`src/rtl/phy_clk_pkg.sv`:
```
// Mode codes, state encoding and divider constants shared by the
// PHY clock-mode controller and its clock-enable generator.
package phy_clk_pkg;

    typedef enum logic [2:0] {
        MODE_OFF    = 3'd0,
        MODE_WIFI   = 3'd1,
        MODE_FOUR_G = 3'd2,
        MODE_TWO_G  = 3'd3
    } mode_t;

    typedef enum logic [1:0] {
        ST_OFF   = 2'd0,
        ST_RUN   = 2'd1,
        ST_DRAIN = 2'd2,
        ST_QUIET = 2'd3
    } state_t;

    localparam int unsigned QUIET_CYCLES_DEFAULT = 16;
    localparam logic [10:0] FRAME_LEN = 11'd1280;

    localparam logic [10:0] DIV_100M = 11'd2;
    localparam logic [10:0] DIV_50M  = 11'd4;
    localparam logic [10:0] DIV_20M  = 11'd10;
    localparam logic [10:0] DIV_312K = 11'd640;
    localparam logic [10:0] DIV_156K = 11'd1280;

    // Bit order of the enable vector: {156K, 312K, 20M, 50M, 100M}
    function automatic logic [4:0] ce_mask(input mode_t mode);
        case (mode)
            MODE_WIFI:   return 5'b00111;
            MODE_FOUR_G: return 5'b00110;
            MODE_TWO_G:  return 5'b11000;
            default:     return 5'b00000;
        endcase
    endfunction

    function automatic logic mode_valid(input logic [2:0] code);
        return code <= 3'd3;
    endfunction

endpackage

```
`src/rtl/phy_clk_mode_ctrl_if.sv`:
```
// Mode-change request handshake between a requester and the controller.
interface phy_clk_mode_ctrl_if;

    logic       mode_req_valid;
    logic [2:0] mode_req;
    logic       mode_req_ready;

    modport master (
        output mode_req_valid,
        output mode_req,
        input  mode_req_ready
    );

    modport slave (
        input  mode_req_valid,
        input  mode_req,
        output mode_req_ready
    );

endinterface

```
`src/rtl/clk_ce_gen.sv`:
```
// Frame divider counter and registered, mode-masked clock-enable strobes.
module clk_ce_gen
    import phy_clk_pkg::*;
(
    input  logic        clk_i,
    input  logic        rst_ni,
    input  logic        count_en_i,
    input  logic        active_d_i,
    input  mode_t       mode_d_i,
    output logic [10:0] div_cnt_o,
    output logic [4:0]  ce_o
);

    logic [10:0] cnt_q, cnt_d;
    logic [4:0]  ce_q, ce_d;

    // Strobes are decoded from the next count so the registered enable lines
    // up with the cycle in which div_cnt holds the matching value.
    always_comb begin
        cnt_d = 11'd0;
        if (count_en_i && active_d_i) begin
            cnt_d = (cnt_q == FRAME_LEN - 11'd1) ? 11'd0 : cnt_q + 11'd1;
        end

        ce_d = 5'd0;
        if (active_d_i) begin
            ce_d[0] = (cnt_d % DIV_100M) == (DIV_100M - 11'd1);
            ce_d[1] = (cnt_d % DIV_50M)  == (DIV_50M  - 11'd1);
            ce_d[2] = (cnt_d % DIV_20M)  == (DIV_20M  - 11'd1);
            ce_d[3] = (cnt_d % DIV_312K) == (DIV_312K - 11'd1);
            ce_d[4] = (cnt_d % DIV_156K) == (DIV_156K - 11'd1);
            ce_d    = ce_d & ce_mask(mode_d_i);
        end
    end

    always_ff @(posedge clk_i or negedge rst_ni) begin
        if (!rst_ni) begin
            cnt_q <= 11'd0;
            ce_q  <= 5'd0;
        end else begin
            cnt_q <= cnt_d;
            ce_q  <= ce_d;
        end
    end

    assign div_cnt_o = cnt_q;
    assign ce_o      = ce_q;

endmodule

```
`src/rtl/phy_clk_mode_ctrl.sv`:
```
// PHY clock-mode controller: accepts mode requests, drains the current frame,
// holds all enables quiet, then switches the enable mask to the new mode.
module phy_clk_mode_ctrl
    import phy_clk_pkg::*;
#(
    parameter int unsigned QUIET_CYCLES = QUIET_CYCLES_DEFAULT
) (
    input  logic                clk_200_MHz,
    input  logic                reset,
    phy_clk_mode_ctrl_if.slave  req_if,
    output logic [2:0]          mode_cur,
    output logic                switching,
    output logic                mode_err,
    output logic                ce_100_MHz,
    output logic                ce_50_MHz,
    output logic                ce_20_MHz,
    output logic                ce_312_KHz,
    output logic                ce_156_KHz
);

    localparam logic [7:0] QUIET_LAST = 8'(QUIET_CYCLES - 1);

    state_t      state_q, state_d;
    mode_t       mode_q, mode_d;
    mode_t       pending_q, pending_d;
    logic [7:0]  quiet_q, quiet_d;
    logic        err_q, err_d;
    logic        ready_q, ready_d;
    logic        switching_q, switching_d;
    logic        count_en, active_d;
    logic        accept;
    logic [10:0] div_cnt;
    logic [4:0]  ce;

    assign accept = req_if.mode_req_valid & ready_q;

    always_ff @(posedge clk_200_MHz or negedge reset) begin
        if (!reset) begin
            state_q     <= ST_OFF;
            mode_q      <= MODE_OFF;
            pending_q   <= MODE_OFF;
            quiet_q     <= 8'd0;
            err_q       <= 1'b0;
            ready_q     <= 1'b0;
            switching_q <= 1'b0;
        end else begin
            state_q     <= state_d;
            mode_q      <= mode_d;
            pending_q   <= pending_d;
            quiet_q     <= quiet_d;
            err_q       <= err_d;
            ready_q     <= ready_d;
            switching_q <= switching_d;
        end
    end

    always_comb begin
        state_d   = state_q;
        mode_d    = mode_q;
        pending_d = pending_q;
        quiet_d   = quiet_q;
        err_d     = 1'b0;
        case (state_q)
            ST_OFF, ST_RUN: begin
                if (accept) begin
                    if (!mode_valid(req_if.mode_req)) begin
                        err_d = 1'b1;
                    end else if (req_if.mode_req != mode_q) begin
                        pending_d = mode_t'(req_if.mode_req);
                        quiet_d   = 8'd0;
                        state_d   = (state_q == ST_RUN) ? ST_DRAIN : ST_QUIET;
                    end
                end
            end
            ST_DRAIN: begin
                if (div_cnt == FRAME_LEN - 11'd1) begin
                    state_d = ST_QUIET;
                    quiet_d = 8'd0;
                end
            end
            ST_QUIET: begin
                if (quiet_q == QUIET_LAST) begin
                    mode_d  = pending_q;
                    quiet_d = 8'd0;
                    state_d = (pending_q == MODE_OFF) ? ST_OFF : ST_RUN;
                end else begin
                    quiet_d = quiet_q + 8'd1;
                end
            end
            default: state_d = ST_OFF;
        endcase
    end

    // Status flags are registered from the next state so they track state_q.
    always_comb begin
        ready_d     = (state_d == ST_OFF)   || (state_d == ST_RUN);
        switching_d = (state_d == ST_DRAIN) || (state_d == ST_QUIET);
        count_en    = (state_q == ST_RUN)   || (state_q == ST_DRAIN);
        active_d    = (state_d == ST_RUN)   || (state_d == ST_DRAIN);
    end

    clk_ce_gen u_ce_gen (
        .clk_i      (clk_200_MHz),
        .rst_ni     (reset),
        .count_en_i (count_en),
        .active_d_i (active_d),
        .mode_d_i   (mode_d),
        .div_cnt_o  (div_cnt),
        .ce_o       (ce)
    );

    assign req_if.mode_req_ready = ready_q;
    assign mode_cur   = mode_q;
    assign switching  = switching_q;
    assign mode_err   = err_q;
    assign ce_100_MHz = ce[0];
    assign ce_50_MHz  = ce[1];
    assign ce_20_MHz  = ce[2];
    assign ce_312_KHz = ce[3];
    assign ce_156_KHz = ce[4];

endmodule

```
`src/flat_wrapper.sv`:
```
// flat-port wrapper written by rule: the top's interface ports become plain ports
module phy_clk_mode_ctrl_flat import phy_clk_pkg::*;
#(
    parameter int unsigned QUIET_CYCLES = QUIET_CYCLES_DEFAULT
)
  (clk_200_MHz, reset, mode_cur, switching, mode_err, ce_100_MHz, ce_50_MHz, ce_20_MHz, ce_312_KHz, ce_156_KHz, req_if_mode_req_valid, req_if_mode_req, req_if_mode_req_ready);
  phy_clk_mode_ctrl_if req_if_i ();
  input  logic clk_200_MHz;
  input  logic reset;
  output logic [2:0] mode_cur;
  output logic switching;
  output logic mode_err;
  output logic ce_100_MHz;
  output logic ce_50_MHz;
  output logic ce_20_MHz;
  output logic ce_312_KHz;
  output logic ce_156_KHz;
  input wire logic [$bits(req_if_i.mode_req_valid)-1:0] req_if_mode_req_valid;
  input wire logic [$bits(req_if_i.mode_req)-1:0] req_if_mode_req;
  output wire logic [$bits(req_if_i.mode_req_ready)-1:0] req_if_mode_req_ready;
  assign req_if_i.mode_req_valid = req_if_mode_req_valid;
  assign req_if_i.mode_req = req_if_mode_req;
  assign req_if_mode_req_ready = req_if_i.mode_req_ready;
  phy_clk_mode_ctrl #(.QUIET_CYCLES(QUIET_CYCLES)) u_core (.clk_200_MHz(clk_200_MHz), .reset(reset), .req_if(req_if_i), .mode_cur(mode_cur), .switching(switching), .mode_err(mode_err), .ce_100_MHz(ce_100_MHz), .ce_50_MHz(ce_50_MHz), .ce_20_MHz(ce_20_MHz), .ce_312_KHz(ce_312_KHz), .ce_156_KHz(ce_156_KHz));
endmodule
```
`config.mk`:
```
export PLATFORM = sky130hd
export DESIGN_NAME = phy_clk_mode_ctrl_flat
export DESIGN_NICKNAME = d
export VERILOG_FILES = /design/src/rtl/phy_clk_pkg.sv /design/src/rtl/phy_clk_mode_ctrl_if.sv /design/src/rtl/clk_ce_gen.sv /design/src/rtl/phy_clk_mode_ctrl.sv /design/src/flat_wrapper.sv
export SDC_FILE = /design/constraint.sdc
export NUM_CORES = 1
export LEC_CHECK = 0
export CORE_MARGIN = 2
export CORE_UTILIZATION = 41
export CTS_CLUSTER_DIAMETER = 120
export DETAILED_ROUTE_END_ITERATION = 7
export GPL_TIMING_DRIVEN = 1
export HOLD_SLACK_MARGIN = 0.1
export PLACE_DENSITY = 0.58
export SLEW_MARGIN = 30
export SYNTH_ARGS = -nofsm -noshare
export SYNTH_HDL_FRONTEND = slang
export SYNTH_SLANG_ARGS = --single-unit
```
`constraint.sdc`:
```
create_clock -name clk_200_MHz -period 7.2 [get_ports clk_200_MHz]
set_input_delay 2.16 -clock clk_200_MHz [delete_from_list [all_inputs] [get_ports clk_200_MHz]]
set_output_delay 2.16 -clock clk_200_MHz [all_outputs]
set_load 0.005 [all_outputs]
```
==> metrics list, run 1 <==
- Initial antenna violation count: 0
- Number of register bits inferred by synthesis: 35
- Each instance of the synthesized netlist takes up on average between 8 and 9 sq um.
- Critical path's largest stage delay: around 0.43 ns
- For this run, the total global-route usage over all layers was measured as 0.206.
- The worst hold path terminates at u_core.quiet_q[7].
- The share of total power dissipated in sequential elements is 0.355.
- Post-layout nets: ~380
- Floorplan row count: 29
- Final Non-Filler Cells: 437
* Setup Buffers After CTS: 0
- Relative contribution of the clock network to total power: 0.202
- Max Transition Viols Final: 0
- Across the run, the number of max-cap violations was 0.
* Static leakage power: 1.46 nW
- For this design the ratio of total power to cell area is 212 nW/um^2.
- Die outline area: 7210 sq um
* Post-placement cell count: roughly 430
- The share of the Yosys chip area taken by registers is 0.326.
* Number of nets with antenna violations after detailed routing: 0
* Post-synthesis cell count: 307
* Count of endpoints failing setup in the final report: 0
- Summing all flip-flop and latch instances after layout gives 876 sq um.
* Total area of multi-input combinational cells: 1740 sq um
- For the worst setup path, the data arrival time is 7.07 ns.
* Fraction of synthesized cell area taken by the top area cell type: 0.326
- First-pass GRT wire length: 12.1 mm
- RD Place Congestion: ~0.9
* Launching point of the worst reg2reg path: u_core.quiet_q[0]
- Cell depth of the worst hold path: 1
- Master cell of the clock root buffer: sky130_fd_sc_hd__clkbuf_8
- Average wire per cell in the routed design: 15.4 microns
- Setup slack on the worst flop-to-flop path: 1.58 ns
* Most frequent standard cell in the layout excluding fill and tap cells: sky130_fd_sc_hd__buf_4
- After the first detailed-routing iteration, the DRC count stood at 111.
- In this run the worst path has a maximum fanout of 7.
- Via count of the first global-routing pass: 2,588
- Fraction of final layout cells with drive strength greater than 1: 0.242
* Rel. slew slack: 0.481
* Filler Cell Count: 589
* Peak VDD IR: 153 uV
- STA classifies the critical path startpoint as a primary input.
* Sort of element at the end of the critical path: flop
- TritonCTS created 5 clock buffers.
* Synth async-reset ratio: 1.00
- Top-level port count: 17
- The area growth from synthesis to layout is 23.0%.
- Measured along the y axis, the die boundary spans 84.9 microns.
* Worst r2r dst: u_core.u_ce_gen.ce_o[2]
- Die width: 84.9 microns
- For this configuration, the core starts out at a cell density of 0.422.
- For this design, the slowest cell found on the critical path is sky130_fd_sc_hd__clkdlybuf4s50_1.
- Clock skew after layout: 0.00691 ns
- Synthesis warning total: 0
* Unique masters post-synth: 72
- Minimum period implied by the final worst setup slack: 6.90 ns
- Clock tree from TritonCTS: built
- Outcome: finished clean
- Yosys attributes the largest share of cell area to sky130_fd_sc_hd__dfrtp_1, sky130_fd_sc_hd__ha_1, sky130_fd_sc_hd__nand2_1, sky130_fd_sc_hd__o21ai_0, sky130_fd_sc_hd__nor2_1.
- Max Freq: 145 MHz
* Total of buffers placed on input and output ports: 16
- For this run, the leading register cell type out of synthesis is sky130_fd_sc_hd__dfrtp_1.
- Total number of clock tree sinks: 35
* Number of flops mapped to enable cells by yosys: 0
* Switching power summed over all nets: 0.000281 W
- The repair_antennas step left the layout with diodes totalling 0.
- Slew at the pin with the worst max-slew slack: 0.778 ns
* Final period utilization: 0.959
- When the netlist entered floorplanning its net count stood at 324.
- The critical path in this run is classified as primary input to flop.
* Power share of the combinational group: 0.442
- Final-layout setup total negative slack: 0 ns
- Hold path startpoint: u_core.quiet_q[7]
- The signal on the critical path passes through clkdlybuf4s50_1 > xor2_1 > nor3_1 > nor3_1 > buf_4 > nor2_1 > a21oi_1 > or2_2 > ha_1 > nand2b_1 > a211oi_4 > a221o_1 > a32o_1 > o21ai_1 > o311ai_1 > a211o_1 > o311ai_1 > nand2_1 > ha_1 > a21oi_2 > a21oi_2 > a211oi_2 > mux2_4.
- Largest buffer count on any clock path: 2
- The mapped netlist covers between 2000 and 3000 sq um.
* Most frequent cells in the layout: sky130_fd_sc_hd__buf_4, sky130_fd_sc_hd__dfrtp_1, sky130_fd_sc_hd__nand2_1
- Worst setup path start: req_if_mode_req[1]
- Grt ovf: 0
- R2R depth: 23
- Buffers & Inverters on Critical Path: 2
* Internal power contribution: 0.000419 W
* Cell type contributing the most total cell area after synthesis: sky130_fd_sc_hd__dfrtp_1
* Total core area: 6350 sq um
* Net Sw Frac: 0.401
- Clock latency on the worst-skew pair: 0.28 ns
- After detailed routing, the number of vias per cell comes to 5.74.
- Length of the first detailed-routing pass in iterations: 4
- After clock tree synthesis, the clock-pin slew on the worst setup and hold paths is 0.07 ns.
* Routed via count: 2,509
- For this run, design rule violations remaining after detail routing come to 0.
- On the critical path the largest part of the delay comes from compound AO/OA/AOI/OAI gates.
- Pin count of the biggest net entering global routing: 36
* Detailed placer's ending HPWL: 5.23 mm
- The number of endpoints with negative hold slack in the final report is 0.
- HP Class: flop to flop
* Final wirelength: 6.73 mm
- H-Tree Level Count: 2
- Data required, critical path: 7.37 ns
synthesized netlist by cell type (all sizes together) (6+ instances only):
library cell  number
inv               18
and3               7
a211o              6
dfrtp             35
a21oi             15
o21ai             28
nand2             28
nor3              12
nand3             12
nor2              26
ha                11
a211oi             6
nand2b             8
cells by family (layout without fill, tap and decap cells):
logic type,count (synthesis),count (layout),synth area share
AND/OR/NAND/NOR,127,127,0.264
buffers and inverters,26,79,0.0434
multiplexers,6,6,0.0257
AO/OA/AOI/OAI,92,92,0.257
flip-flops,35,35,0.326
adder cells (fa/ha/maj),11,11,0.0513
XOR/XNOR,10,10,0.0326
final cells by class:
type / count / share of cell area
clock buffer: 6 / 0.0220
multi-input combinational: 246 / 0.528
timing repair buffer: 53 / 0.131
inverter: 18 / 0.0205
tap: 77 / 0.0292
clock inverter: 2 / 0.00379
sequential: 35 / 0.265
layer usage:
metal / vias to the layer above / wire length [microns] / track usage
met2: 36 / 3380 / 0.359
met3: 10 / 144 / 0.0243
met5: - / 0 / 0
li1: 1247 / - / -
met1: 1216 / 3080 / 0.265
met4: 0 / 116 / 0.0693
metrics by stage:
step	cell area (sq um)	utilization	setup slack, ns	total power [W]	hold WS [ns]
floorplan	2680	-	0.563	0.000434	0.438
global placement	3160	0.498	-0.0771	0.000551	0.475
CTS	3250	0.512	0.177	0.000698	0.505
detailed placement	3160	0.498	-0.0978	0.000554	0.495
global route	3300	0.520	-0.0108	0.000756	0.529
finish	3300	0.520	0.297	0.000700	0.510
registers in the layout, summed over array words and instances, names as in the netlist:
register	flops
u_core.mode_cur	3
u_core.mode_err	1
u_core.pending_q	3
u_core.quiet_q	8
u_core.req_if.mode_req_ready	1
u_core.state_q	2
u_core.switching	1
u_core.u_ce_gen.ce_o	5
u_core.u_ce_gen.div_cnt_o	11
timing repair:
item / 4_1_cts / 5_1_grt
gates resized for setup: 0 / 13
endpoints found under the setup margin: 0 / 1
hold buffers: 0 / 0
worst max-delay path by stage:
stage	depth (start not counted)	slack, ns	endpoint
CTS	25	0.18	u_core.u_ce_gen.ce_o[2]
finish	23	0.30	u_core.u_ce_gen.ce_o[2]
global route	23	-0.01	u_core.u_ce_gen.ce_o[2]
detailed placement	25	-0.1	u_core.u_ce_gen.ce_o[2]
global placement	26	-0.08	u_core.u_ce_gen.ce_o[2]
floorplan	23	0.56	u_core.u_ce_gen.ce_o[2]
power groups by stage:
stage          combinational [W]  clock, W  sequential, W
2_1_floorplan           0.000190         0       0.000245
3_3_place_gp            0.000301         0       0.000251
3_5_place_dp            0.000303         0       0.000252
4_1_cts                 0.000303  0.000146       0.000248
5_1_grt                 0.000348  0.000155       0.000253
6_report                0.000310  0.000142       0.000249
(Power assumes the default switching activity.)
==> run 2: changes to the inputs <==
CORE_ASPECT_RATIO = 1.5   (was default)
GPL_ROUTABILITY_DRIVEN = 1   (was default)
SKIP_LAST_GASP = 1   (was default)
==> metrics list, run 2 (same netlist as run 1, synthesis figures left out) <==
- TritonCTS built the clock tree.
- Setup slack on the worst flop-to-flop path: 1.55 ns (-0.03 ns)
- The number of violations of the max-capacitance limit is 0 (unchanged).
* Data required, critical path: 7.37 ns (about the same)
- The remaining routing DRC violations was 0 (unchanged).
* Most frequent standard cell in the layout excluding fill and tap cells: sky130_fd_sc_hd__buf_4
- The total grt overflow came to 0 (unchanged).
* Peak VDD IR: 161 uV (+5.2%)
* R2R depth: 25 (+8.7%)
- Final period utilization: 0.955 (-0.00412)
* DIE HEIGHT: 103 microns (+21%)
* Launching point of the worst reg2reg path: u_core.quiet_q[0]
- The number of buffers on the longest clock path is 2 (unchanged).
- Number of flip-flops in the largest register: 11 (unchanged)
- Master cell of the clock root buffer: sky130_fd_sc_hd__clkbuf_8
- The share of the core filled with cells was 0.531 (+0.0119).
* Outcome: finished clean
* Length of the first detailed-routing pass in iterations: 4 (unchanged)
* Total power divided by cell area: 210 nW/um^2 (-0.88%)
- The number of levels in the clock H-tree came to 2 (unchanged).
- Worst setup path start: req_if_mode_req[1]
- The total setup violations reported at the end of the flow was 0 (unchanged).
* Rel. slew slack: 0.479 (-0.00247)
* Cts-stage hold buffer count: 0 (unchanged)
* Post-DP Area: 3150 sq um (-0.36%)
- The peak clock frequency supported by timing came to 146 MHz (+0.43%).
- Total of buffers placed on input and output ports: 16 (unchanged)
- Tot Pwr: 0.000715 W (+2.1%)
- STA classifies the critical path endpoint as a flop.
- The largest driver fanout on the critical path was 6 (-1).
- The final clock skew came to 0.00506 ns (-0.00185 ns).
- Final wirelength: 7.08 mm (+5.2%)
* Slew at the pin with the worst max-slew slack: 0.782 ns (+0.00371 ns)
* Total area of multi-input combinational cells: 1820 sq um (+4.2%)
- The number of clock sinks is 35 (unchanged).
- The x dimension of the die came to 70.0 microns (-17%).
- The average via count per standard cell came to 5.90 (+2.8%).
- Type of origin of the critical path: primary input
* Number of failing hold endpoints at the final stage: 0 (unchanged)
* Via count of the first global-routing pass: 2,548 (-1.5%)
* Average wire per cell in the routed design: 16.2 microns (+4.9%)
- Diode insertion count for antenna repair: 0 (unchanged)
- The initial DRC count was 78 (-30%).
- Worst r2r dst: u_core.u_ce_gen.ce_o[2]
- The pin count of the biggest net entering global routing is 36 (unchanged).
- Starting utilization of the core area: 0.419 (-0.00306)
- Signed area change from the synthesized netlist to the final layout: 26.7%
* Minimum period implied by the final worst setup slack: 6.87 ns (-0.0297 ns)
* Critical path's largest stage delay: 0.43 ns (about the same)
* Most frequent cells in the layout: sky130_fd_sc_hd__buf_4, sky130_fd_sc_hd__dfrtp_1, sky130_fd_sc_hd__nand2_1
* Total core area: 6400 sq um (+0.73%)
* Type of the setup path with the least slack: primary input to flop
- The count of cell instances traversed by the critical path came to 26 (+13%).
* Initial antenna violation count: 0 (unchanged)
- Filler Cell Count: 598 (+1.5%)
- Die outline area: 7220 sq um (+0.19%)
* Total clock buffers created by CTS: 5 (unchanged)
- First-pass GRT wire length: 11.6 mm (-4.9%)
* Buffers & Inverters on Critical Path: 4 (+2)
* Worst endpoint data arrival time: 7.04 ns (-0.03 ns)
* Total GRT Usage: 0.200 (-0.00622)
- Fraction of final layout cells with drive strength greater than 1: 0.265 (+0.0235)
- Routed via count: 2,586 (+3.1%)
- Detailed placer's ending HPWL: 5.31 mm (+1.5%)
* Post-layout nets: 378 (+0.53%)
* Static leakage power: 1.49 nW (+2.0%)
- Max Transition Viols Final: 0 (unchanged)
- The clock slew seen by the registers of the worst setup and hold paths is 0.07 ns (about the same).
* Floorplan row count: 36 (+24%)
* Worst setup path endpoint: u_core.u_ce_gen.ce_o[2]
- The worst-skew pair later-pin latency is 0.29 ns (about the same).
- The number of nets with antenna violations after routing was 0 (unchanged).
* Gate family responsible for the most delay along the worst path: simple AND/OR/NAND/NOR gates
* RD Place Congestion: 0.885 (+0.24%)
- Storage element area: 876 sq um (unchanged)
- Top-level port count: 17 (unchanged)
* Standard cell with the maximum stage delay on the critical path: sky130_fd_sc_hd__clkdlybuf4s50_1
- Final instance area: 3400 sq um (+3.0%)
* HP Class: flop to flop
run 2: final cells by class:
| cell class | instances | area share |
|---|---|---|
| flip-flops and latches | 35 | 0.258 |
| repair buffers | 55 | 0.135 |
| clock inverters | 2 | 0.00368 |
| clock buffers | 6 | 0.0213 |
| inverters | 18 | 0.0199 |
| multi-input cells | 246 | 0.534 |
| well taps | 76 | 0.0280 |
run 2: worst reg2reg max path, delay by kind of cell (launching register included):
family,cells,cell delay (ns)
AO/OA/AOI/OAI,8,1.74
flip-flops,1,0.39
multiplexers,1,0.31
adder cells (fa/ha/maj),3,0.63
AND/OR/NAND/NOR,11,2.23
buffers and inverters,2,0.22
run 2: worst min-delay path by stage:
stage	slack, ns	to	startpoint	cells after the start
floorplan	0.44	u_core.quiet_q[7]	u_core.quiet_q[7]	1
global placement	0.48	u_core.quiet_q[7]	u_core.quiet_q[7]	1
detailed placement	0.49	u_core.quiet_q[7]	u_core.quiet_q[7]	1
CTS	0.50	u_core.quiet_q[7]	u_core.quiet_q[7]	1
global route	0.52	u_core.quiet_q[7]	u_core.quiet_q[7]	1
finish	0.50	u_core.quiet_q[7]	u_core.quiet_q[7]	1
run 2: where the power goes:
part	switching [W]	internal, W	total [W]
Combinational	0.000183	0.000143	0.000326
Sequential	0.0000297	0.000219	0.000249
Clock	0.0000726	0.0000676	0.000140
run 2: per-stage QoR:
step / TNS [ns] / hold WS [ns] / instances / setup slack (ns)
finish: 0 / 0.497 / 438 / 0.327
global route: -0.0382 / 0.520 / 438 / -0.0382
CTS: 0 / 0.497 / 433 / 0.0867
detailed placement: -0.218 / 0.490 / 425 / -0.218
global placement: -0.101 / 0.480 / 425 / -0.101
floorplan: 0 / 0.438 / 307 / 0.563
run 2: what timing repair did:
| item | in CTS | in global routing |
|---|---|---|
| resized for setup | 0 | 27 |
| buffers inserted | 0 | 5 |
| endpoints found under the setup margin | 0 | 1 |
run 2: routing by layer:
layer | global-route usage | vias up | wire length (microns)
li1 | - | 1254 | -
met1 | 0.198 | 1250 | 2750
met4 | 0.114 | 0 | 266
met5 | 0 | - | 0
met2 | 0.392 | 63 | 3880
met3 | 0.0293 | 19 | 186
